`src/rtl/lfsr_pkg.sv`:
```
// lfsr_pkg: shared definitions for the LFSR random generator.
//   - fill_state_e  : sample FSM encoding (ST_FILL, ST_VALID)
//   - TAPS_*        : maximal-length XNOR tap masks for common widths
//   - width limits and the OUT_W range check used at elaboration
package lfsr_pkg;

  typedef enum logic [0:0] {
    ST_FILL  = 1'b0,
    ST_VALID = 1'b1
  } fill_state_e;

  localparam logic [7:0]  TAPS_8  = 8'hB8;
  localparam logic [15:0] TAPS_16 = 16'hB400;
  localparam logic [31:0] TAPS_32 = 32'h80200003;

  localparam int unsigned LFSR_MIN_W = 3;
  localparam int unsigned LFSR_MAX_W = 32;
  localparam int unsigned OUT_W_MIN  = 1;

  function automatic bit out_w_legal(input int unsigned out_w, input int unsigned width);
    return (out_w >= OUT_W_MIN) && (out_w <= width);
  endfunction

endpackage

```
`src/rtl/lfsr_core.sv`:
```
// lfsr_core: XNOR Fibonacci LFSR register with seed load and lock-up recovery.
// Ports:
//   clk_i, rst_i   clock, synchronous active-high reset
//   en_i           allow one shift per cycle
//   load_i/seed_i  load seed (all-ones seed is replaced by zero)
//   q_o            current state
//   q_nxt_o        state after a shift from q_o (valid whenever shift_o=1)
//   shift_o        a shift happens on this edge
//   lockup_o       one-cycle pulse after all-ones was replaced by zero
module lfsr_core #(
  parameter int unsigned       WIDTH = 8,
  parameter logic [WIDTH-1:0]  TAPS  = 8'hB8
) (
  input  logic             clk_i,
  input  logic             rst_i,
  input  logic             en_i,
  input  logic             load_i,
  input  logic [WIDTH-1:0] seed_i,
  output logic [WIDTH-1:0] q_o,
  output logic [WIDTH-1:0] q_nxt_o,
  output logic             shift_o,
  output logic             lockup_o
);

  logic [WIDTH-1:0] q_q, q_d;
  logic             lock_q, lock_d;
  logic             fb;
  logic             q_all_ones;
  logic             seed_all_ones;

  // Masked-off bits are zero and do not disturb the parity.
  assign fb            = ~^(q_q & TAPS);
  assign q_nxt_o       = {q_q[WIDTH-2:0], fb};
  assign q_all_ones    = &q_q;
  assign seed_all_ones = &seed_i;
  assign shift_o       = en_i & ~load_i & ~q_all_ones;

  always_comb begin
    q_d    = q_q;
    lock_d = 1'b0;
    if (load_i) begin
      if (seed_all_ones) begin
        q_d    = '0;
        lock_d = 1'b1;
      end else begin
        q_d = seed_i;
      end
    end else if (q_all_ones) begin
      // All-ones is the XNOR fixed point; clear it rather than shift.
      q_d    = '0;
      lock_d = 1'b1;
    end else if (en_i) begin
      q_d = q_nxt_o;
    end
  end

  always_ff @(posedge clk_i) begin
    if (rst_i) begin
      q_q    <= '0;
      lock_q <= 1'b0;
    end else begin
      q_q    <= q_d;
      lock_q <= lock_d;
    end
  end

  assign q_o      = q_q;
  assign lockup_o = lock_q;

endmodule

```
`src/rtl/lfsr_rand_gen.sv`:
```
// lfsr_rand_gen: LFSR random source with a valid/ready sample port.
// Each sample is taken after OUT_W fresh shifts so consecutive words do not
// share bits.
// Ports:
//   clk_i, rst_i               clock, synchronous active-high reset
//   en_i                       shift enable (freezes LFSR and fill count)
//   load_i, seed_i             load seed; overrides shift and handshake
//   q_o                        current LFSR state
//   rand_data_o, rand_valid_o  sample and its valid flag
//   rand_ready_i               consumer accept
//   lockup_o                   pulse when all-ones was cleared
//   period_o, wrap_o           only with LFSR_PERIOD_CNT_EN: measured period
//                              and one-cycle pulse when Q returns to the
//                              last loaded seed (0 after reset)
//
// state    | meaning
// ---------+----------------------------------------------------------
// ST_FILL  | counting enabled shifts toward the next OUT_W-bit sample
// ST_VALID | sample held on rand_data_o until accepted; LFSR free-runs
module lfsr_rand_gen
  import lfsr_pkg::*;
#(
  parameter int unsigned      WIDTH = 8,
  parameter logic [WIDTH-1:0] TAPS  = WIDTH'(TAPS_8),
  parameter int unsigned      OUT_W = 4
) (
  input  logic             clk_i,
  input  logic             rst_i,
  input  logic             en_i,
  input  logic             load_i,
  input  logic [WIDTH-1:0] seed_i,
  output logic [WIDTH-1:0] q_o,
  output logic [OUT_W-1:0] rand_data_o,
  output logic             rand_valid_o,
  input  logic             rand_ready_i,
  output logic             lockup_o
`ifdef LFSR_PERIOD_CNT_EN
  ,
  output logic [WIDTH-1:0] period_o,
  output logic             wrap_o
`endif
);

  if (!out_w_legal(OUT_W, WIDTH) || (WIDTH < LFSR_MIN_W) || (WIDTH > LFSR_MAX_W)) begin : g_bad_cfg
    $error("lfsr_rand_gen: illegal WIDTH/OUT_W combination");
  end

  localparam int unsigned CW = $clog2(OUT_W + 1);
  localparam logic [CW-1:0] CNT_LAST = CW'(OUT_W - 1);

  logic [WIDTH-1:0] q_nxt;
  logic             shift;

  lfsr_core #(
    .WIDTH (WIDTH),
    .TAPS  (TAPS)
  ) u_core (
    .clk_i    (clk_i),
    .rst_i    (rst_i),
    .en_i     (en_i),
    .load_i   (load_i),
    .seed_i   (seed_i),
    .q_o      (q_o),
    .q_nxt_o  (q_nxt),
    .shift_o  (shift),
    .lockup_o (lockup_o)
  );

  fill_state_e      state_q, state_d;
  logic [CW-1:0]    cnt_q, cnt_d;
  logic [OUT_W-1:0] data_q, data_d;

  always_comb begin
    state_d = state_q;
    cnt_d   = cnt_q;
    data_d  = data_q;
    if (load_i) begin
      // A reload restarts the fill and drops any pending sample.
      state_d = ST_FILL;
      cnt_d   = '0;
    end else begin
      case (state_q)
        ST_FILL: begin
          if (shift) begin
            if (cnt_q == CNT_LAST) begin
              data_d  = q_nxt[OUT_W-1:0];
              cnt_d   = '0;
              state_d = ST_VALID;
            end else begin
              cnt_d = cnt_q + CW'(1);
            end
          end
        end
        ST_VALID: begin
          if (rand_ready_i) state_d = ST_FILL;
        end
        default: state_d = ST_FILL;
      endcase
    end
  end

  always_ff @(posedge clk_i) begin
    if (rst_i) begin
      state_q <= ST_FILL;
      cnt_q   <= '0;
      data_q  <= '0;
    end else begin
      state_q <= state_d;
      cnt_q   <= cnt_d;
      data_q  <= data_d;
    end
  end

  assign rand_data_o  = data_q;
  assign rand_valid_o = (state_q == ST_VALID);

`ifdef LFSR_PERIOD_CNT_EN
  logic [WIDTH-1:0] pcnt_q, pcnt_d;
  logic [WIDTH-1:0] ref_q, ref_d;
  logic [WIDTH-1:0] period_q, period_d;
  logic             wrap_q, wrap_d;

  always_comb begin
    pcnt_d   = pcnt_q;
    ref_d    = ref_q;
    period_d = period_q;
    wrap_d   = 1'b0;
    if (load_i) begin
      pcnt_d = '0;
      // Reference is what actually lands in Q, so an all-ones seed maps to 0.
      ref_d  = (&seed_i) ? '0 : seed_i;
    end else if (shift) begin
      if (q_nxt == ref_q) begin
        wrap_d   = 1'b1;
        period_d = pcnt_q + WIDTH'(1);
        pcnt_d   = '0;
      end else begin
        pcnt_d = pcnt_q + WIDTH'(1);
      end
    end
  end

  always_ff @(posedge clk_i) begin
    if (rst_i) begin
      pcnt_q   <= '0;
      ref_q    <= '0;
      period_q <= '0;
      wrap_q   <= 1'b0;
    end else begin
      pcnt_q   <= pcnt_d;
      ref_q    <= ref_d;
      period_q <= period_d;
      wrap_q   <= wrap_d;
    end
  end

  assign period_o = period_q;
  assign wrap_o   = wrap_q;
`else
  // Only the low OUT_W bits of the look-ahead state are needed here.
  logic unused_q_nxt;
  assign unused_q_nxt = ^q_nxt;
`endif

endmodule

```
`config.mk`:
```
export PLATFORM = sky130hd
export DESIGN_NAME = lfsr_rand_gen
export DESIGN_NICKNAME = d
export VERILOG_FILES = /design/src/rtl/lfsr_pkg.sv /design/src/rtl/lfsr_core.sv /design/src/rtl/lfsr_rand_gen.sv
export SDC_FILE = /design/constraint.sdc
export NUM_CORES = 1
export LEC_CHECK = 0
export CORE_ASPECT_RATIO = 0.8
export CORE_UTILIZATION = 50
export CTS_CLUSTER_SIZE = 24
export DETAILED_ROUTE_END_ITERATION = 6
export PLACE_DENSITY = 0.83
export SYNTH_ARGS = -nofsm -noshare
export SYNTH_HDL_FRONTEND = slang
export SYNTH_SLANG_ARGS = --single-unit
```
`constraint.sdc`:
```
create_clock -name clk_i -period 3.9 [get_ports clk_i]
set_input_delay 0.78 -clock clk_i [delete_from_list [all_inputs] [get_ports clk_i]]
set_output_delay 0.78 -clock clk_i [all_outputs]
set_load 0.05 [all_outputs]
```
### Word level (Yosys, flattened, before mapping)

Index checks and enable logic that the tools add are counted.

| operators by class | value |
|---|---|
| $add $sub $neg | 1 |
| equality and inequality tests | 1 |
| muxes and demuxes | 12 |
| bitwise operators | 5 |
| reduce and logical (&&, ||, !) cells | 7 |

Operators by type and width:

| cell | count |
|---|---|
| 8-bit two-way mux | 4 |
| 8-bit AND reduction | 2 |
| 8-bit XNOR reduction | 1 |
| 1-bit two-way mux | 6 |
| 4-bit AND reduction | 1 |
| 3-bit by 1-bit adder with 3-bit output (second input constant) | 1 |
| 3-bit by 2-bit == test with 1-bit output (second input constant) | 1 |
| 3-bit two-way mux | 1 |
| 1-bit NOT | 3 |
| 3-bit nonzero test | 1 |
| 1-bit bitwise AND | 2 |
| 1-bit case mux with 2 select lines | 1 |
| 2-bit AND reduction | 1 |
| 2-bit OR reduction | 1 |

| word-level totals | value |
|---|---|
| flip-flop bits (word level) | 17 |
| input bits | 13 |
| output and inout port bits | 14 |

### Logic depth before layout (Yosys ltp)

| logic depth | value |
|---|---|
| word-level depth | 5 |
| gate-level depth with buffers | 4 |
| depth with buffers taken out | 4 |

### Modules after synthesis

A second synthesis with hierarchy kept.

| second synthesis, totals | value |
|---|---|
| cell total of the unflattened synthesis | 104 |
| area total of the unflattened synthesis | 963.4 um^2 |

By module, submodules not included:

| module | instances | cells each | area an instance (um^2) | seq. area each (um^2) |
|---|---|---|---|---|
| lfsr_core | 1 | 67 | 581.8 | 180.2 |
| lfsr_rand_gen | 1 | 37 | 381.6 | 160.2 |

### Least setup slack after synthesis

No wires, ideal clock.

| path | value |
|---|---|
| path type | flip-flop to flip-flop |
| start | register u_core.q_q[4] (netlist: u_core.q_o[4]) |
| end | register u_core.q_q[0] (netlist: u_core.q_o[0]) |
| library setup time | 117 ps |
| arrival | 1,529 ps |
| data required time | 3,783 ps |
| setup slack | 2,254 ps |
| cell stages (with the launch flop) | 5 |
| buffers on the path | 0 |
| period minus slack after synthesis | 1,646 ps |
| cells stage by stage | dfxtp_1 > ha_1 > and4_4 > nand2_1 > a32o_1 |

| between the ends | value |
|---|---|
| longest elaborated chain between the ends | 4 |
| elaborated cells between the ends (all ways) | 6 |
| those cells by class | mux (3); reduce/logical (3) |

Ends and longest elaborated chain:

| element | RTL line | source |
|---|---|---|
| start: declaration | lfsr_core.sv:25 | `logic [WIDTH-1:0] q_q, q_d;` |
| start signal: assignment | lfsr_core.sv:62 | `q_q <= q_d;` |
| 8-bit XNOR reduction | lfsr_core.sv:32 | `assign fb = ~^(q_q & TAPS);` |
| 8-bit two-way mux | lfsr_core.sv:52 | `end else if (en_i) begin` |
| 8-bit two-way mux | lfsr_core.sv:48 | `end else if (q_all_ones) begin` |
| 8-bit two-way mux | lfsr_core.sv:41 | `if (load_i) begin` |

Parallel ways exist; a longest one is shown, timed or not. The select of a mux whose other input is x is not followed.
A chain may end at the register's enable or synchronous reset.

### Worst setup path after layout

| path | value |
|---|---|
| start | input load_i |
| end | register u_core.q_q[1] (netlist: u_core.q_o[1]) |

| between the ends | value |
|---|---|
| longest elaborated chain between the ends | 1 |
| elaborated cells between the ends (all ways) | 2 |
| those cells by class | mux (1); reduce/logical (1) |

Ends and longest elaborated chain:

| element | RTL line | source |
|---|---|---|
| start: declaration | lfsr_rand_gen.sv:30 | `input logic load_i,` |
| 3-bit nonzero test (no source line) or 8-bit two-way mux (tied branches) | - |  |

Parallel ways exist; a longest one is shown, timed or not.

==> impl_results.md <==
- Status: finished clean
- Row cnt: 13
- Nets: ~140
- Internal Pwr Total: 0.0002641 W
- Setup bufs post-CTS: 0
- DIE WIDTH: roughly 50 um
- MaxCap Viol Count: 0
- CTS tree: done
- Setup slack, reg-to-reg: ~2.4 ns
- Period utilization: between 60% and 70%
- IO Count: 27
- Main synth FF type: dfxtp_1
- Critical path peak fanout: 14
- Cts hold-fix bufs: 0
- Placer Congestion: 0.8341
- Critical path class: in2reg
- Detailed Route WL: ~2200 um
- Mapped Cells: 100
- First-pass detailed-route iteration total: 6
- Synth top area cells: dfxtp_1 (35%), mux2i_1 (5.2%), nor3_1 (4.7%)
- Mapped Avg Cell Area: 9.672 um2
- Vias post-DR: about 860
- Lkg Pwr: approximately 0.45 nW
- Slew @ Worst Pin: ~0.74 ns
- Root Driver: clkbuf_4
- Antenna violations before repair: 0
- Dominant cell by count in the synthesized netlist: dfxtp_1
- Detail Placement HPWL: roughly 1600 um
- Sw Pwr: roughly 0.00012 W
- Vias/cell: 5.804
- CP Cell Sequence: clkdlybuf4s50_1, nand2b_1, a21oi_1, a22o_1
- Seq/Total Area, Yosys: a little over a third
- Combinational fraction of design power: roughly 25%
- GRT overflow: 0
- Die Area: approximately 2100 um2
- Synthesized area: 967.2 um2
- PortBufs: 26
- Arrival time at the worst endpoint: approximately 2.6 ns
- Hold/Removal Path Class: reg2reg
- YS warnings: 0
- First-pass GRT wire length: around 3300 um
- Residual DRC: 0
- IR drop worst, VDD: about 0.00031 V
- Highest-delay cell along the critical path: clkdlybuf4s50_1
- Sequential power share: around 50%
- Clock Power Share: 24.8%
- 1st-iter DRT viols: 11
- Fmax: 423.3 MHz
- Final std cell area, no fill: between 1000 and 1500 um2
- Slew Limit Fails: 0
- Die Ht: 41.34 um
- Post-Place Cell Area: ~1200 um2
- Share of post-route cells with drive strength above 1: roughly 8%
- Gr usage total: ~22%
- Vias in the first global route: 711
- Initial Util: roughly 56%
- RSZ-0062 raised after global routing: no
- Worst hold slack: between 0.4 and 0.5 ns
- Antenna viol nets, final: 0
- Synth top area share: between 30% and 40%
- Sw frac: a little under a third
- Worst Setup Start Kind: input pin
- Setup tns final: 0 ns
- Synth cell types: 39
- Number of diodes: 0
- Core Region: 1724 um2
- Yosys reg bits: 17
- Final setup fails: 0
- Largest stage delay, worst path: 0.95 ns
- Avg WL per Cell: between 10 and 15 um
- Clock buffer count from CTS: 3
- Async set or reset register ratio after synthesis: 0%
- Fillers: ~150
- Post-cts sizing count: 0
- H-tree depth: 1
- Worst-path clk slew: roughly 0.10 ns
- Largest net degree at the start of global routing: 16
- Area Overhead vs Synth: 30.40%
- Top post-synthesis cells by count: dfxtp_1 (17), nor3_1 (9), nand2b_1 (7), inv_1 (6)
- Slew headroom: roughly 50%
- WP data required: ~4.1 ns
- Setup crit end kind: flip-flop
- Post-synth top area cell: dfxtp_1
- FF+latch area: ~340 um2
- Final hold vios: 0
- Clock Latency Late Sink: around 0.29 ns
- Clk sinks: 17
- Cell Pwr Density: 303.1 nW/um2
- Multi-input gate area: about 600 um2
- Syn Nets: around 120
- Final min period: ~2.4 ns
- Post-synth EDFFs: 0
- Final Skew: between 0.0015 and 0.002 ns
- Maximum buffer depth of the clock tree: 2
worst max-delay path: cells and delay by family:
family,cells,cell delay [ns]
compound gates,2,0.66
buf+inv,1,0.95
simple gates,1,0.21
cell type report:
| class | count | area share (%) |
|---|---|---|
| well taps | 22 | 2.183 |
| flip-flops and latches | 17 | 26.98 |
| repair buffers | 26 | 20.63 |
| clock buffers | 4 | 2.083 |
| inverters | 6 | 1.786 |
| multi-input cells | 73 | 46.33 |
placed cells by master (no fill, tap or decap), drive strengths merged, types with 3 or more instances in the layout:
cell type and instances:
nand2 5, dfxtp 17, clkbuf 4, nor2b 4
nor3 9, a22o 4, nor2 3, and4 3
nand2b 7, a21oi 3, nand3 3, mux2i 5
inv 6, clkdlybuf4s50 26
cell families (layout without fill, tap and decap cells):
kind of cell             after synthesis  after routing  share of synthesized area [%]
AND/OR/NAND/NOR                       43             43                          28.59
flip-flops                            17             17                          35.19
adder cells (fa/ha/maj)                2              2                          2.587
buffers and inverters                 10             36                          4.398
multiplexers                           5              5                          5.175
XOR/XNOR                               1              1                          2.458
AO/OA/AOI/OAI                         22             22                          21.61
state kept, by name, indices dropped and copies added, names as in the netlist:
register / flops
u_core.q_o: 8
rand_data_o: 4
cnt_q: 3
rand_valid_o: 1
u_core.lockup_o: 1
power by group through the flow:
stage	logic [W]	clock network, W	registers (W)
3_5_place_dp	0.0000958	0	0.000195
4_1_cts	0.0000962	0.0000984	0.000191
5_1_grt	0.000102	0.000105	0.000193
3_3_place_gp	0.0000946	0	0.000195
6_report	0.0000960	0.0000946	0.000192
2_1_floorplan	0.0000390	0	0.000217
metrics by stage:
step	util, %	instances	power [W]	setup WS, ns
2_1_floorplan	-	100	0.0002562	2.254
3_3_place_gp	71.63	144	0.0002896	1.347
3_5_place_dp	71.63	144	0.0002909	1.275
4_1_cts	73.15	148	0.0003859	1.530
5_1_grt	73.15	148	0.0003994	1.477
6_report	73.15	148	0.0003822	1.537
final timing paths:
check           startpoint             to  depth (start not counted)
max                 load_i  u_core.q_o[1]                          4
min               cnt_q[2]       cnt_q[2]                          2
max reg2reg  u_core.q_o[4]       cnt_q[1]                          4
min reg2reg       cnt_q[2]       cnt_q[2]                          2
metal layers:
| metal | vias up | share of wire (%) | GRT usage (%) |
|---|---|---|---|
| met3 | 2 | 5.0 | 6.522 |
| met2 | 24 | 45 | 35.86 |
| met5 | - | 0 | 0 |
| met1 | 406 | 49 | 29.41 |
| met4 | 0 | 0.60 | 6.250 |
| li1 | 427 | - | - |
Power figures use the tool's default switching activity.
